$ cat src/rtl/rc5_pkg.sv
// Shared types and constants for the rc5 core and its host-side controller.
package rc5_pkg;

    localparam int unsigned RC5_CORE_LAT = 11;
    localparam int unsigned RC5_BLK_W    = 64;
    localparam int unsigned RC5_KEY_W    = 128;

    localparam logic RC5_ENC = 1'b1;
    localparam logic RC5_DEC = 1'b0;

    typedef enum logic [2:0] {
        ST_NOKEY,
        ST_KEYLOAD,
        ST_KEYWAIT,
        ST_READY,
        ST_BUSY,
        ST_HOLD
    } rc5_state_e;

endpackage

$ cat src/rtl/rc5_chain_reg.sv
// CBC chain register with IV load and mode-dependent pre/post XOR.
// Built only when RC5_CBC_CTRL_CBC_EN is defined.
`ifdef RC5_CBC_CTRL_CBC_EN
module rc5_chain_reg
    import rc5_pkg::*;
(
    input  logic                 i_clk,
    input  logic                 i_rst_n,
    input  logic [RC5_BLK_W-1:0] i_iv,
    input  logic                 i_iv_load,
    input  logic                 i_mode,
    input  logic [RC5_BLK_W-1:0] i_blk,
    input  logic                 i_accept,
    input  logic [RC5_BLK_W-1:0] i_core_dout,
    input  logic                 i_capture,
    input  logic                 i_cap_mode,
    output logic [RC5_BLK_W-1:0] o_din_c,
    output logic [RC5_BLK_W-1:0] o_result_c
);

    logic [RC5_BLK_W-1:0] chain_q, chain_d;
    logic [RC5_BLK_W-1:0] post_q, post_d;
    logic [RC5_BLK_W-1:0] chain_eff_c;

    // An IV load in the accept cycle takes effect for that same block.
    assign chain_eff_c = i_iv_load ? i_iv : chain_q;
    assign o_din_c     = (i_mode == RC5_ENC) ? (i_blk ^ chain_eff_c) : i_blk;
    assign o_result_c  = i_core_dout ^ post_q;

    // post_q keeps the decrypt XOR operand since chain_q moves on at accept.
    always_comb begin
        chain_d = chain_eff_c;
        post_d  = post_q;
        if (i_accept) begin
            post_d = (i_mode == RC5_ENC) ? '0 : chain_eff_c;
            if (i_mode == RC5_DEC) begin
                chain_d = i_blk;
            end
        end else if (i_capture && (i_cap_mode == RC5_ENC)) begin
            chain_d = i_core_dout;
        end
    end

    always_ff @(posedge i_clk or negedge i_rst_n) begin
        if (!i_rst_n) begin
            chain_q <= '0;
            post_q  <= '0;
        end else begin
            chain_q <= chain_d;
            post_q  <= post_d;
        end
    end

endmodule
`endif

$ cat src/rtl/rc5_cbc_ctrl.sv
// Host-side initiator for the rc5 core: key handshake, block stream, CBC chaining.
// RC5_CBC_CTRL_CBC_EN enables CBC; otherwise the controller runs pure ECB.
module rc5_cbc_ctrl
    import rc5_pkg::*;
#(
    parameter int unsigned CORE_LAT = RC5_CORE_LAT
) (
    input  logic                 i_clk,
    input  logic                 i_rst_n,
    input  logic                 i_mode,
    input  logic [RC5_KEY_W-1:0] i_key,
    input  logic                 i_key_load,
    output logic                 o_key_ready,
    input  logic [RC5_BLK_W-1:0] i_iv,
    input  logic                 i_iv_load,
    input  logic [RC5_BLK_W-1:0] i_blk,
    input  logic                 i_blk_valid,
    output logic                 o_blk_ready,
    output logic [RC5_BLK_W-1:0] o_blk,
    output logic                 o_blk_valid,
    input  logic                 i_blk_ready,
    output logic                 o_busy,
    output logic                 o_core_flag,
    output logic [RC5_KEY_W-1:0] o_core_key,
    output logic                 o_core_key_en,
    input  logic                 i_core_key_ok,
    output logic [RC5_BLK_W-1:0] o_core_din,
    output logic                 o_core_din_en,
    input  logic [RC5_BLK_W-1:0] i_core_dout,
    input  logic                 i_core_dout_en
);

    localparam int unsigned LAT_W = $clog2(CORE_LAT + 1);

    rc5_state_e           state_q, state_d;
    logic [RC5_KEY_W-1:0] key_q, key_d;
    logic                 key_en_q, key_en_d;
    logic                 flag_q, flag_d;
    logic [RC5_BLK_W-1:0] din_q, din_d;
    logic                 din_en_q, din_en_d;
    logic [RC5_BLK_W-1:0] blk_q, blk_d;
    logic                 blk_valid_q, blk_valid_d;
    logic                 blk_ready_q, blk_ready_d;
    logic                 key_ready_q, key_ready_d;
    logic                 busy_q, busy_d;
    logic [LAT_W-1:0]     lat_q, lat_d;
    logic                 accept_c, capture_c;
    logic [RC5_BLK_W-1:0] core_din_c, result_c;

`ifdef RC5_CBC_CTRL_CBC_EN
    logic iv_load_c;
    assign iv_load_c = i_iv_load && (state_q inside {ST_NOKEY, ST_KEYWAIT, ST_READY});

    rc5_chain_reg u_chain (
        .i_clk       (i_clk),
        .i_rst_n     (i_rst_n),
        .i_iv        (i_iv),
        .i_iv_load   (iv_load_c),
        .i_mode      (i_mode),
        .i_blk       (i_blk),
        .i_accept    (accept_c),
        .i_core_dout (i_core_dout),
        .i_capture   (capture_c),
        .i_cap_mode  (flag_q),
        .o_din_c     (core_din_c),
        .o_result_c  (result_c)
    );
`else
    logic unused_ecb;
    assign unused_ecb = ^{i_iv, i_iv_load, accept_c, capture_c};
    assign core_din_c = i_blk;
    assign result_c   = i_core_dout;
`endif

    // Key load overrides everything; lat_q screens out early stale dout_en.
    always_comb begin
        state_d     = state_q;
        key_d       = key_q;
        key_en_d    = 1'b0;
        flag_d      = flag_q;
        din_d       = din_q;
        din_en_d    = 1'b0;
        blk_d       = blk_q;
        blk_valid_d = blk_valid_q;
        lat_d       = lat_q;
        accept_c    = 1'b0;
        capture_c   = 1'b0;
        if (i_key_load) begin
            state_d     = ST_KEYLOAD;
            key_d       = i_key;
            key_en_d    = 1'b1;
            blk_valid_d = 1'b0;
        end else begin
            unique case (state_q)
                ST_KEYLOAD: state_d = ST_KEYWAIT;
                ST_KEYWAIT: if (i_core_key_ok) state_d = ST_READY;
                ST_READY: begin
                    if (i_blk_valid) begin
                        accept_c = 1'b1;
                        flag_d   = i_mode;
                        din_d    = core_din_c;
                        din_en_d = 1'b1;
                        lat_d    = '0;
                        state_d  = ST_BUSY;
                    end
                end
                ST_BUSY: begin
                    if (lat_q != LAT_W'(CORE_LAT)) lat_d = lat_q + LAT_W'(1);
                    if (i_core_dout_en && (lat_q >= LAT_W'(CORE_LAT))) begin
                        capture_c   = 1'b1;
                        blk_d       = result_c;
                        blk_valid_d = 1'b1;
                        state_d     = ST_HOLD;
                    end
                end
                ST_HOLD: begin
                    if (i_blk_ready) begin
                        blk_valid_d = 1'b0;
                        state_d     = ST_READY;
                    end
                end
                default: state_d = ST_NOKEY;
            endcase
        end
        key_ready_d = state_d inside {ST_READY, ST_BUSY, ST_HOLD};
        busy_d      = state_d inside {ST_KEYLOAD, ST_KEYWAIT, ST_BUSY, ST_HOLD};
        blk_ready_d = (state_d == ST_READY);
    end

    always_ff @(posedge i_clk or negedge i_rst_n) begin
        if (!i_rst_n) begin
            state_q     <= ST_NOKEY;
            key_q       <= '0;
            key_en_q    <= 1'b0;
            flag_q      <= 1'b0;
            din_q       <= '0;
            din_en_q    <= 1'b0;
            blk_q       <= '0;
            blk_valid_q <= 1'b0;
            blk_ready_q <= 1'b0;
            key_ready_q <= 1'b0;
            busy_q      <= 1'b0;
            lat_q       <= '0;
        end else begin
            state_q     <= state_d;
            key_q       <= key_d;
            key_en_q    <= key_en_d;
            flag_q      <= flag_d;
            din_q       <= din_d;
            din_en_q    <= din_en_d;
            blk_q       <= blk_d;
            blk_valid_q <= blk_valid_d;
            blk_ready_q <= blk_ready_d;
            key_ready_q <= key_ready_d;
            busy_q      <= busy_d;
            lat_q       <= lat_d;
        end
    end

    // A same-cycle key load must block acceptance, hence the live gate.
    assign o_blk_ready   = blk_ready_q & ~i_key_load;
    assign o_key_ready   = key_ready_q;
    assign o_blk         = blk_q;
    assign o_blk_valid   = blk_valid_q;
    assign o_busy        = busy_q;
    assign o_core_flag   = flag_q;
    assign o_core_key    = key_q;
    assign o_core_key_en = key_en_q;
    assign o_core_din    = din_q;
    assign o_core_din_en = din_en_q;

endmodule

$ cat config.mk
export PLATFORM = sky130hd
export DESIGN_NAME = rc5_cbc_ctrl
export DESIGN_NICKNAME = d
export VERILOG_FILES = /design/src/rtl/rc5_pkg.sv /design/src/rtl/rc5_chain_reg.sv /design/src/rtl/rc5_cbc_ctrl.sv
export SDC_FILE = /design/constraint.sdc
export NUM_CORES = 1
export LEC_CHECK = 0
export CORE_AREA = 8 8 223 225
export DETAILED_ROUTE_END_ITERATION = 16
export DIE_AREA = 0 0 231 233
export PLACE_DENSITY = 0.6
export SLEW_MARGIN = 20
export SYNTH_ARGS = -nofsm -noshare
export SYNTH_HDL_FRONTEND = slang
export SYNTH_SLANG_ARGS = --single-unit
export TNS_END_PERCENT = 100
$ cat constraint.sdc
create_clock -name i_clk -period 2.8 [get_ports i_clk]
set_clock_uncertainty 0.15 [all_clocks]
set_input_delay 0.84 -clock i_clk [delete_from_list [all_inputs] [get_ports i_clk]]
set_output_delay 0.84 -clock i_clk [all_outputs]
set_load 0.02 [all_outputs]
Word level (Yosys, flattened, before mapping)
Index checks and enable logic that the tools add are counted.
- add/subtract/negate cells: 1
- multipliers: 0
- div/mod/pow operators: 0
- $lt $le $gt $ge: 1
- eq/ne operators: 15
- shift operators: 0
- mux-type cells: 17
- bitwise gates (word level): 2
- reductions and logical operators: 9
- operators by type and width (cell ; number):
    $mux 3 ; 5
    $pmux 3 s5 ; 1
    $eq 3x2->1 const B ; 4
    $eq 3x3->1 const B ; 4
    $reduce_and 3->1 ; 3
    $mux 4 ; 2
    $pmux 4 s2 ; 1
    $mux 1 ; 7
    $eq 3x1->1 const B ; 2
    $ne 3x3->1 const B ; 2
    $reduce_bool 3->1 ; 2
    $add 4x1->4 const B ; 1
    $ge 4x4->1 const B ; 1
    $ne 2x2->1 const B ; 2
    $ne 4x4->1 const B ; 1
    $reduce_and 4->1 ; 1
    $reduce_bool 4->1 ; 1
    $pmux 1 s2 ; 1
    $reduce_bool 2->1 ; 1
    $and 1x1->1 ; 1
    $logic_and 1x1->1 ; 1
    $not 1->1 ; 1
- flip-flop bits (word level): 270
- latch bits: 0
- bits in writable memories: 0
- bits in read-only memories: 0
- bits of input ports: 329
- output and inout port bits: 263
- logic and storage cells: 57
- memories kept: 0

Longest topological paths before layout
Gate-level depths: netlist of the first run.
- word-level depth: 7
- gate-level depth with buffers: 6
- depth with buffers taken out: 5

Worst setup path after synthesis of the first run
OpenSTA, ideal clock, no wires.
- kind: input to output
- start point: input i_key_load
- end point: output o_blk_ready
- arrival time: 1.699 ns
- data required time: 1.810 ns
- setup slack: 0.111 ns
- stages on the path: 4
- path buffers: 3
- cells stage by stage: buf_2 > clkbuf_1 > buf_2 > nor2b_1
- longest elaborated chain between the ends: 2
- RTL lines (item ; RTL line ; text):
    start, declared ; rc5_cbc_ctrl.sv:12 ; input logic i_key_load,
    $not 1->1 (no source line) ; -- ;
    $and 1x1->1 ; rc5_cbc_ctrl.sv:161 ; assign o_blk_ready = blk_ready_q & ~i_key_load;
    end, declared ; rc5_cbc_ctrl.sv:18 ; output logic o_blk_ready,
Every way passes these cells.

Final worst setup path of the first run
Ends and elaborated chain as after synthesis.

==> results.py, run 1 <==
metrics = {
    "sta": {
        "fin_hold_ws_ps": 95.4,
        "setup_violations": 0,
        "timing.fmax_mhz": 367,
        "rsz0062_at_grt": "no",
        "tightest_slew_ps": 892,
        "hold_viol_final": 0,
        "totalNegativeSetupSlack_ps": 0,
        "relSlewSlack": 0.405,
        "finalCritPeriodShare": 0.972,
        "fin_crit_ps": 2720,
        "report.final.slew_viol_count": 0,
    },
    "placed_design": {
        "gp_congestion": 0.742,
        "dpl.cell_count": 1726,
        "numPortBuffers": 526,
        "dp_hpwl_mm": 25.7,
    },
    "route": {
        "vias_per_cell": 3.98,
        "drt_iter0_markers": 136,
        "num_vias": 7096,
        "wl_per_cell_um": 18.9,
        "drt-pass1-iter-count": 4,
        "drt_wl_total_mm": 33.8,
        "drt.antenna.violating_nets": 0,
        "drc_errors": 0,
    },
    "layout": {
        "syn_to_final_growth_pct": 67.8,
        "final_core_util": 0.380,
        "final_common_cell": "clkdlybuf4s50_1",
        "stdcell_count": 1782,
        "mostFrequentLayoutCells": "clkdlybuf4s50_1, dfrtp_1, mux2_2",
        "final_net_count": 1482,
        "drive_above_1_share": 0.286,
        "n_antenna_cell": 0,
    },
    "clocking": {
        "cts_tree": "built",
        "holdBufCountCts": 0,
        "cts-htree-levels": 1,
        "clk_path_buf_depth": 3,
        "cts_setup_buffers": 0,
        "clk_pin_slew_ps": 50,
        "cts-resized-gates": 0,
        "cts_buffers": 31,
        "cts_sinks": 270,
        "cts_root_buffer": "clkbuf_16",
        "worstSkewPairLatency_ps": 570,
    },
    "yosys": {
        "yosys_most_used_dff": "dfrtp_1",
        "synth_edf_count": 0,
        "async_reset_ff_frac": 1.00,
        "seq_area_frac_synth": 0.648,
        "yosys_warnings": 0,
        "synth_top_area_frac": 0.648,
        "syn_area_um2": 10400,
        "syn_inst": 601,
        "syn-num-nets": 931,
        "synth_top_area_cell": "dfrtp_1",
        "synthTopCellsByArea": "dfrtp_1, mux2_2, mux2_4",
        "ys_ff_latch": 270,
        "ys_types": 32,
        "avgSynthCellArea_um2": 17.4,
    },
    "critical_path": {
        "path_class": "in -> out",
        "worstPathMaxFanout": 3,
        "worst_setup_path_start_kind": "primary input",
        "endpoint_kind": "output pin",
        "cp.arrival_ps": 1730,
        "worst-r2r-setup-slack_ps": 710,
        "critPathRequiredTime_ps": 1810,
    },
    "power": {
        "irDropWorstVdd_v": 0.000440,
        "static-leakage-power_uw": 0.00733,
        "powerDensity_nw_per_um2": 677,
        "power.total_uw": 11900,
    },
    "global_route": {
        "track_usage": 0.119,
        "antenna_found_initial": 1,
        "first_global_vias": 8011,
        "grt_pass1_wl_mm": 50.4,
        "grt_max_degree": 70,
        "grt_overflow": 0,
    },
    "die": {
        "start_util": 0.227,
        "die_x_um": 231,
        "die_area_um2": 53800,
        "placement_rows": 79,
        "placeableCoreArea_um2": 46100,
        "dieHeight_um": 233,
        "ios": 592,
    },
    "run": {
        "drv_cap": 0,
    },
    "hold_path": {
        "hold_path_class": "in -> async",
    },
    "status": {
        "status": "complete, no violations",
    },
}
-- layer usage --
layer | vias to the layer above | wire length [um] | track usage
li1 | 3219 | - | -
met4 | 0 | 750 | 0.0297
met5 | - | 0 | 0
met1 | 3512 | 12600 | 0.130
met3 | 48 | 3810 | 0.0593
met2 | 317 | 16600 | 0.205
-- kinds of logic after synthesis --
logic type | after synthesis | synth area share
muxes | 258 | 0.300
xor gates and xnor gates | 1 | 0.000840
adders and majority gates | 1 | 0.00120
DFF | 270 | 0.648
and+or+nand+nor | 22 | 0.0133
buffers and inverters | 34 | 0.0271
AOI/OAI and AO/OA | 15 | 0.0101
-- state kept, by name, summed over array words and instances (netlist names) --
name,count
lat_q,4
o_blk_valid,1
blk_ready_q,1
o_core_key,128
o_busy,1
o_key_ready,1
state_q,3
o_core_key_en,1
o_core_din,64
o_core_flag,1
o_core_din_en,1
o_blk,64
-- Yosys cell counts (4+ instances only) --
| master | instances |
|---|---|
| nor2b_1 | 6 |
| mux2_4 | 60 |
| inv_1 | 4 |
| nor2_1 | 4 |
| dfrtp_1 | 270 |
| buf_2 | 12 |
| o21ai_0 | 4 |
| mux2_2 | 197 |
| nand2_1 | 5 |
| buf_1 | 6 |
| buf_12 | 7 |
-- where the power goes --
group          switching, uW  internal (uW)
clock                   1610           2540
combinational           1340           1640
sequential               286           4440
-- stage by stage --
step | cell area, um2 | setup WS (ps)
floorplan | 10400 | 111
global placement | 16500 | 31.3
detailed placement | 16500 | -0.960
CTS | 17500 | 65.2
global route | 17500 | 16.7
finish | 17500 | 77.7
-- path summary, 6_finish.rpt --
check | cells after the start | endpoint | startpoint
max reg2reg | 6 | o_key_ready$_DFF_PN0_ | lat_q[0]$_DFFE_PN0P_
min in group i_clk | 1 | o_core_key[11]$_DFFE_PN0P_ | o_core_key[11]$_DFFE_PN0P_
min | 1 | o_blk[60]$_DFFE_PN0P_ | i_rst_n
max | 3 | o_blk_ready | i_key_load
max in group asynchronous | 2 | o_core_din[20]$_DFFE_PN0P_ | i_rst_n
min reg2reg | 1 | o_core_key[11]$_DFFE_PN0P_ | o_core_key[11]$_DFFE_PN0P_
-- area by class of cell --
type,count,area [um2]
Multi-Input combinational cell,297,3400
Timing Repair Buffer,548,5520
Fill cell,4413,28500
Clock inverter,7,88.8
Inverter,4,15.0
Sequential cell,270,6760
Clock buffer,49,973
Tap cell,607,759
-- worst max-delay path: stages --
cell             delay [ps]
buf_4                   120
nor2b_1                 110
clkdlybuf4s50_1         660
Note: power is estimated with default switching activity, not from simulation.
==> run 2: changes to the inputs <==
--- a/config.mk
+++ b/config.mk
@@ -5,10 +5,11 @@
 export SDC_FILE = /design/constraint.sdc
 export NUM_CORES = 1
 export LEC_CHECK = 0
+export CAP_MARGIN = 20
 export CORE_AREA = 8 8 223 225
 export DETAILED_ROUTE_END_ITERATION = 16
 export DIE_AREA = 0 0 231 233
-export PLACE_DENSITY = 0.6
+export PLACE_DENSITY_LB_ADDON = 0.3
 export SLEW_MARGIN = 20
 export SYNTH_ARGS = -nofsm -noshare
 export SYNTH_HDL_FRONTEND = slang
==> run 2 against run 1 <==
- global-route usage rose by 0.18 points
- power fell by 0.99%
- fmax rose by 4.0%
- register-to-register slack improved by 70 ps
- combinational power barely moved
- critical endpoint is now o_blk_valid
==> results.py, run 2 (same netlist as run 1, synthesis figures left out) <==
metrics = {
    "sta": {
        "report.final.slew_viol_count": 0,
        "finalCritPeriodShare": 0.935,
        "tightest_slew_ps": 667,
        "hold_viol_final": 0,
        "fin_crit_ps": 2620,
        "totalNegativeSetupSlack_ps": 0,
        "final.setup.worst_slack_ps": 183,
        "rsz0062_at_grt": "no",
        "relSlewSlack": 0.555,
        "setup_violations": 0,
        "timing.fmax_mhz": 382,
    },
    "critical_path": {
        "path_class": "reg -> out",
        "path_cells": "clkdlybuf4s50_1",
        "worst_setup_path_start_kind": "flip-flop",
        "slowest_stage": "clkdlybuf4s50_1",
        "reg2regPathDepth": 4,
        "cpPeakStageDelay_ps": 680,
        "r2r-end": "o_blk[52]$_DFFE_PN0P_",
        "cp.arrival_ps": 1630,
        "endpoint_kind": "output pin",
        "critPathRequiredTime_ps": 1810,
        "worst-r2r-setup-slack_ps": 780,
        "cp_top_family": "buffers and inverters",
        "critPathBufInv": 1,
        "cp.depth": 1,
        "worstPathMaxFanout": 3,
        "r2r_start": "state_q[0]$_DFF_PN0_",
    },
    "hold_path": {
        "hold_path_class": "in -> async",
    },
    "global_route": {
        "track_usage": 0.121,
        "first_global_vias": 8032,
        "grt_overflow": 0,
        "grt_max_degree": 60,
        "antenna_found_initial": 1,
        "grt_pass1_wl_mm": 51.0,
    },
    "clocking": {
        "worstSkewPairLatency_ps": 560,
        "clk_path_buf_depth": 3,
        "holdBufCountCts": 0,
        "cts_root_buffer": "clkbuf_16",
        "cts_sinks": 270,
        "cts-resized-gates": 1,
        "cts_setup_buffers": 0,
        "cts-htree-levels": 1,
        "cts_tree": "built",
        "cts_buffers": 31,
        "clk_pin_slew_ps": 60,
    },
    "layout": {
        "n_antenna_cell": 0,
        "mostFrequentLayoutCells": "clkdlybuf4s50_1, dfrtp_1, mux2_2",
        "drive_above_1_share": 0.284,
        "syn_to_final_growth_pct": 67.8,
        "largest_register_ffs": 128,
        "final_common_cell": "clkdlybuf4s50_1",
        "fill_cells": 4475,
        "final_net_count": 1484,
        "design_area_um2": 17500,
    },
    "route": {
        "vias_per_cell": 3.97,
        "drt.antenna.violating_nets": 0,
        "wl_met1_mm": 13.3,
        "drt_iter0_markers": 186,
        "drt_wl_total_mm": 34.4,
        "drt-pass1-iter-count": 4,
        "wl_per_cell_um": 19.2,
        "wl_met2_mm": 17.1,
        "highest-signal-layer": "met5",
        "num_vias": 7092,
        "drc_errors": 0,
        "wl_met3_mm": 3.25,
    },
    "placed_design": {
        "pre_cts_slack_ps": -40.3,
        "numPortBuffers": 526,
        "dp_hpwl_mm": 26.5,
        "gp_congestion": 0.734,
        "dpl_cell_area_um2": 16500,
    },
    "die": {
        "die_x_um": 231,
        "ios": 592,
        "dieHeight_um": 233,
        "placement_rows": 79,
        "start_util": 0.227,
        "placeableCoreArea_um2": 46100,
        "die_area_um2": 53800,
    },
    "power": {
        "irDropWorstVdd_v": 0.000457,
        "static-leakage-power_uw": 0.00732,
        "powerDensity_nw_per_um2": 671,
    },
    "status": {
        "status": "complete, no violations",
    },
    "run": {
        "drv_cap": 0,
    },
}
run 2: layout make-up:
cell class | count | area [um2] | area share
flip-flops and latches | 270 | 6760 | 0.386
clock buffers | 49 | 923 | 0.0527
clock inverters | 8 | 96.3 | 0.00550
well taps | 607 | 759 | 0.0434
multi-input cells | 297 | 3400 | 0.194
repair buffers | 550 | 5560 | 0.317
inverters | 4 | 15.0 | 0.000858
run 2: stage by stage:
step | util | total power (uW) | cells | hold slack [ps]
after floorplan | - | 6000 | 601 | 328
after global placement | 0.358 | 7800 | 1728 | 339
after detailed placement | 0.358 | 7840 | 1728 | 342
after CTS | 0.380 | 12000 | 1785 | 64.5
after global routing | 0.380 | 12300 | 1785 | 76.3
final | 0.380 | 11700 | 1785 | 77.9
run 2: power by group:
| group | switching (uW) | total, uW | internal, uW |
|---|---|---|---|
| Clock | 1610 | 4030 | 2430 |
| Sequential | 275 | 4720 | 4440 |
| Combinational | 1350 | 2990 | 1640 |
| Total | 3230 | 11700 | 8510 |
run 2: layer usage:
layer / vias to the layer above / track usage
met5: - / 0
met4: 2 / 0.0245
met3: 44 / 0.0515
met2: 284 / 0.208
met1: 3533 / 0.140
li1: 3229 / -
run 2: worst max path at each step:
stage / to / from / slack, ps
CTS: o_blk_valid / o_blk_valid$_DFFE_PN0P_ / 90
global placement: o_blk_ready / i_key_load / -50
floorplan: o_blk_ready / i_key_load / 110
detailed placement: o_blk_ready / i_key_load / -40
global route: o_blk_valid / o_blk_valid$_DFFE_PN0P_ / 100
finish: o_blk_valid / o_blk_valid$_DFFE_PN0P_ / 180
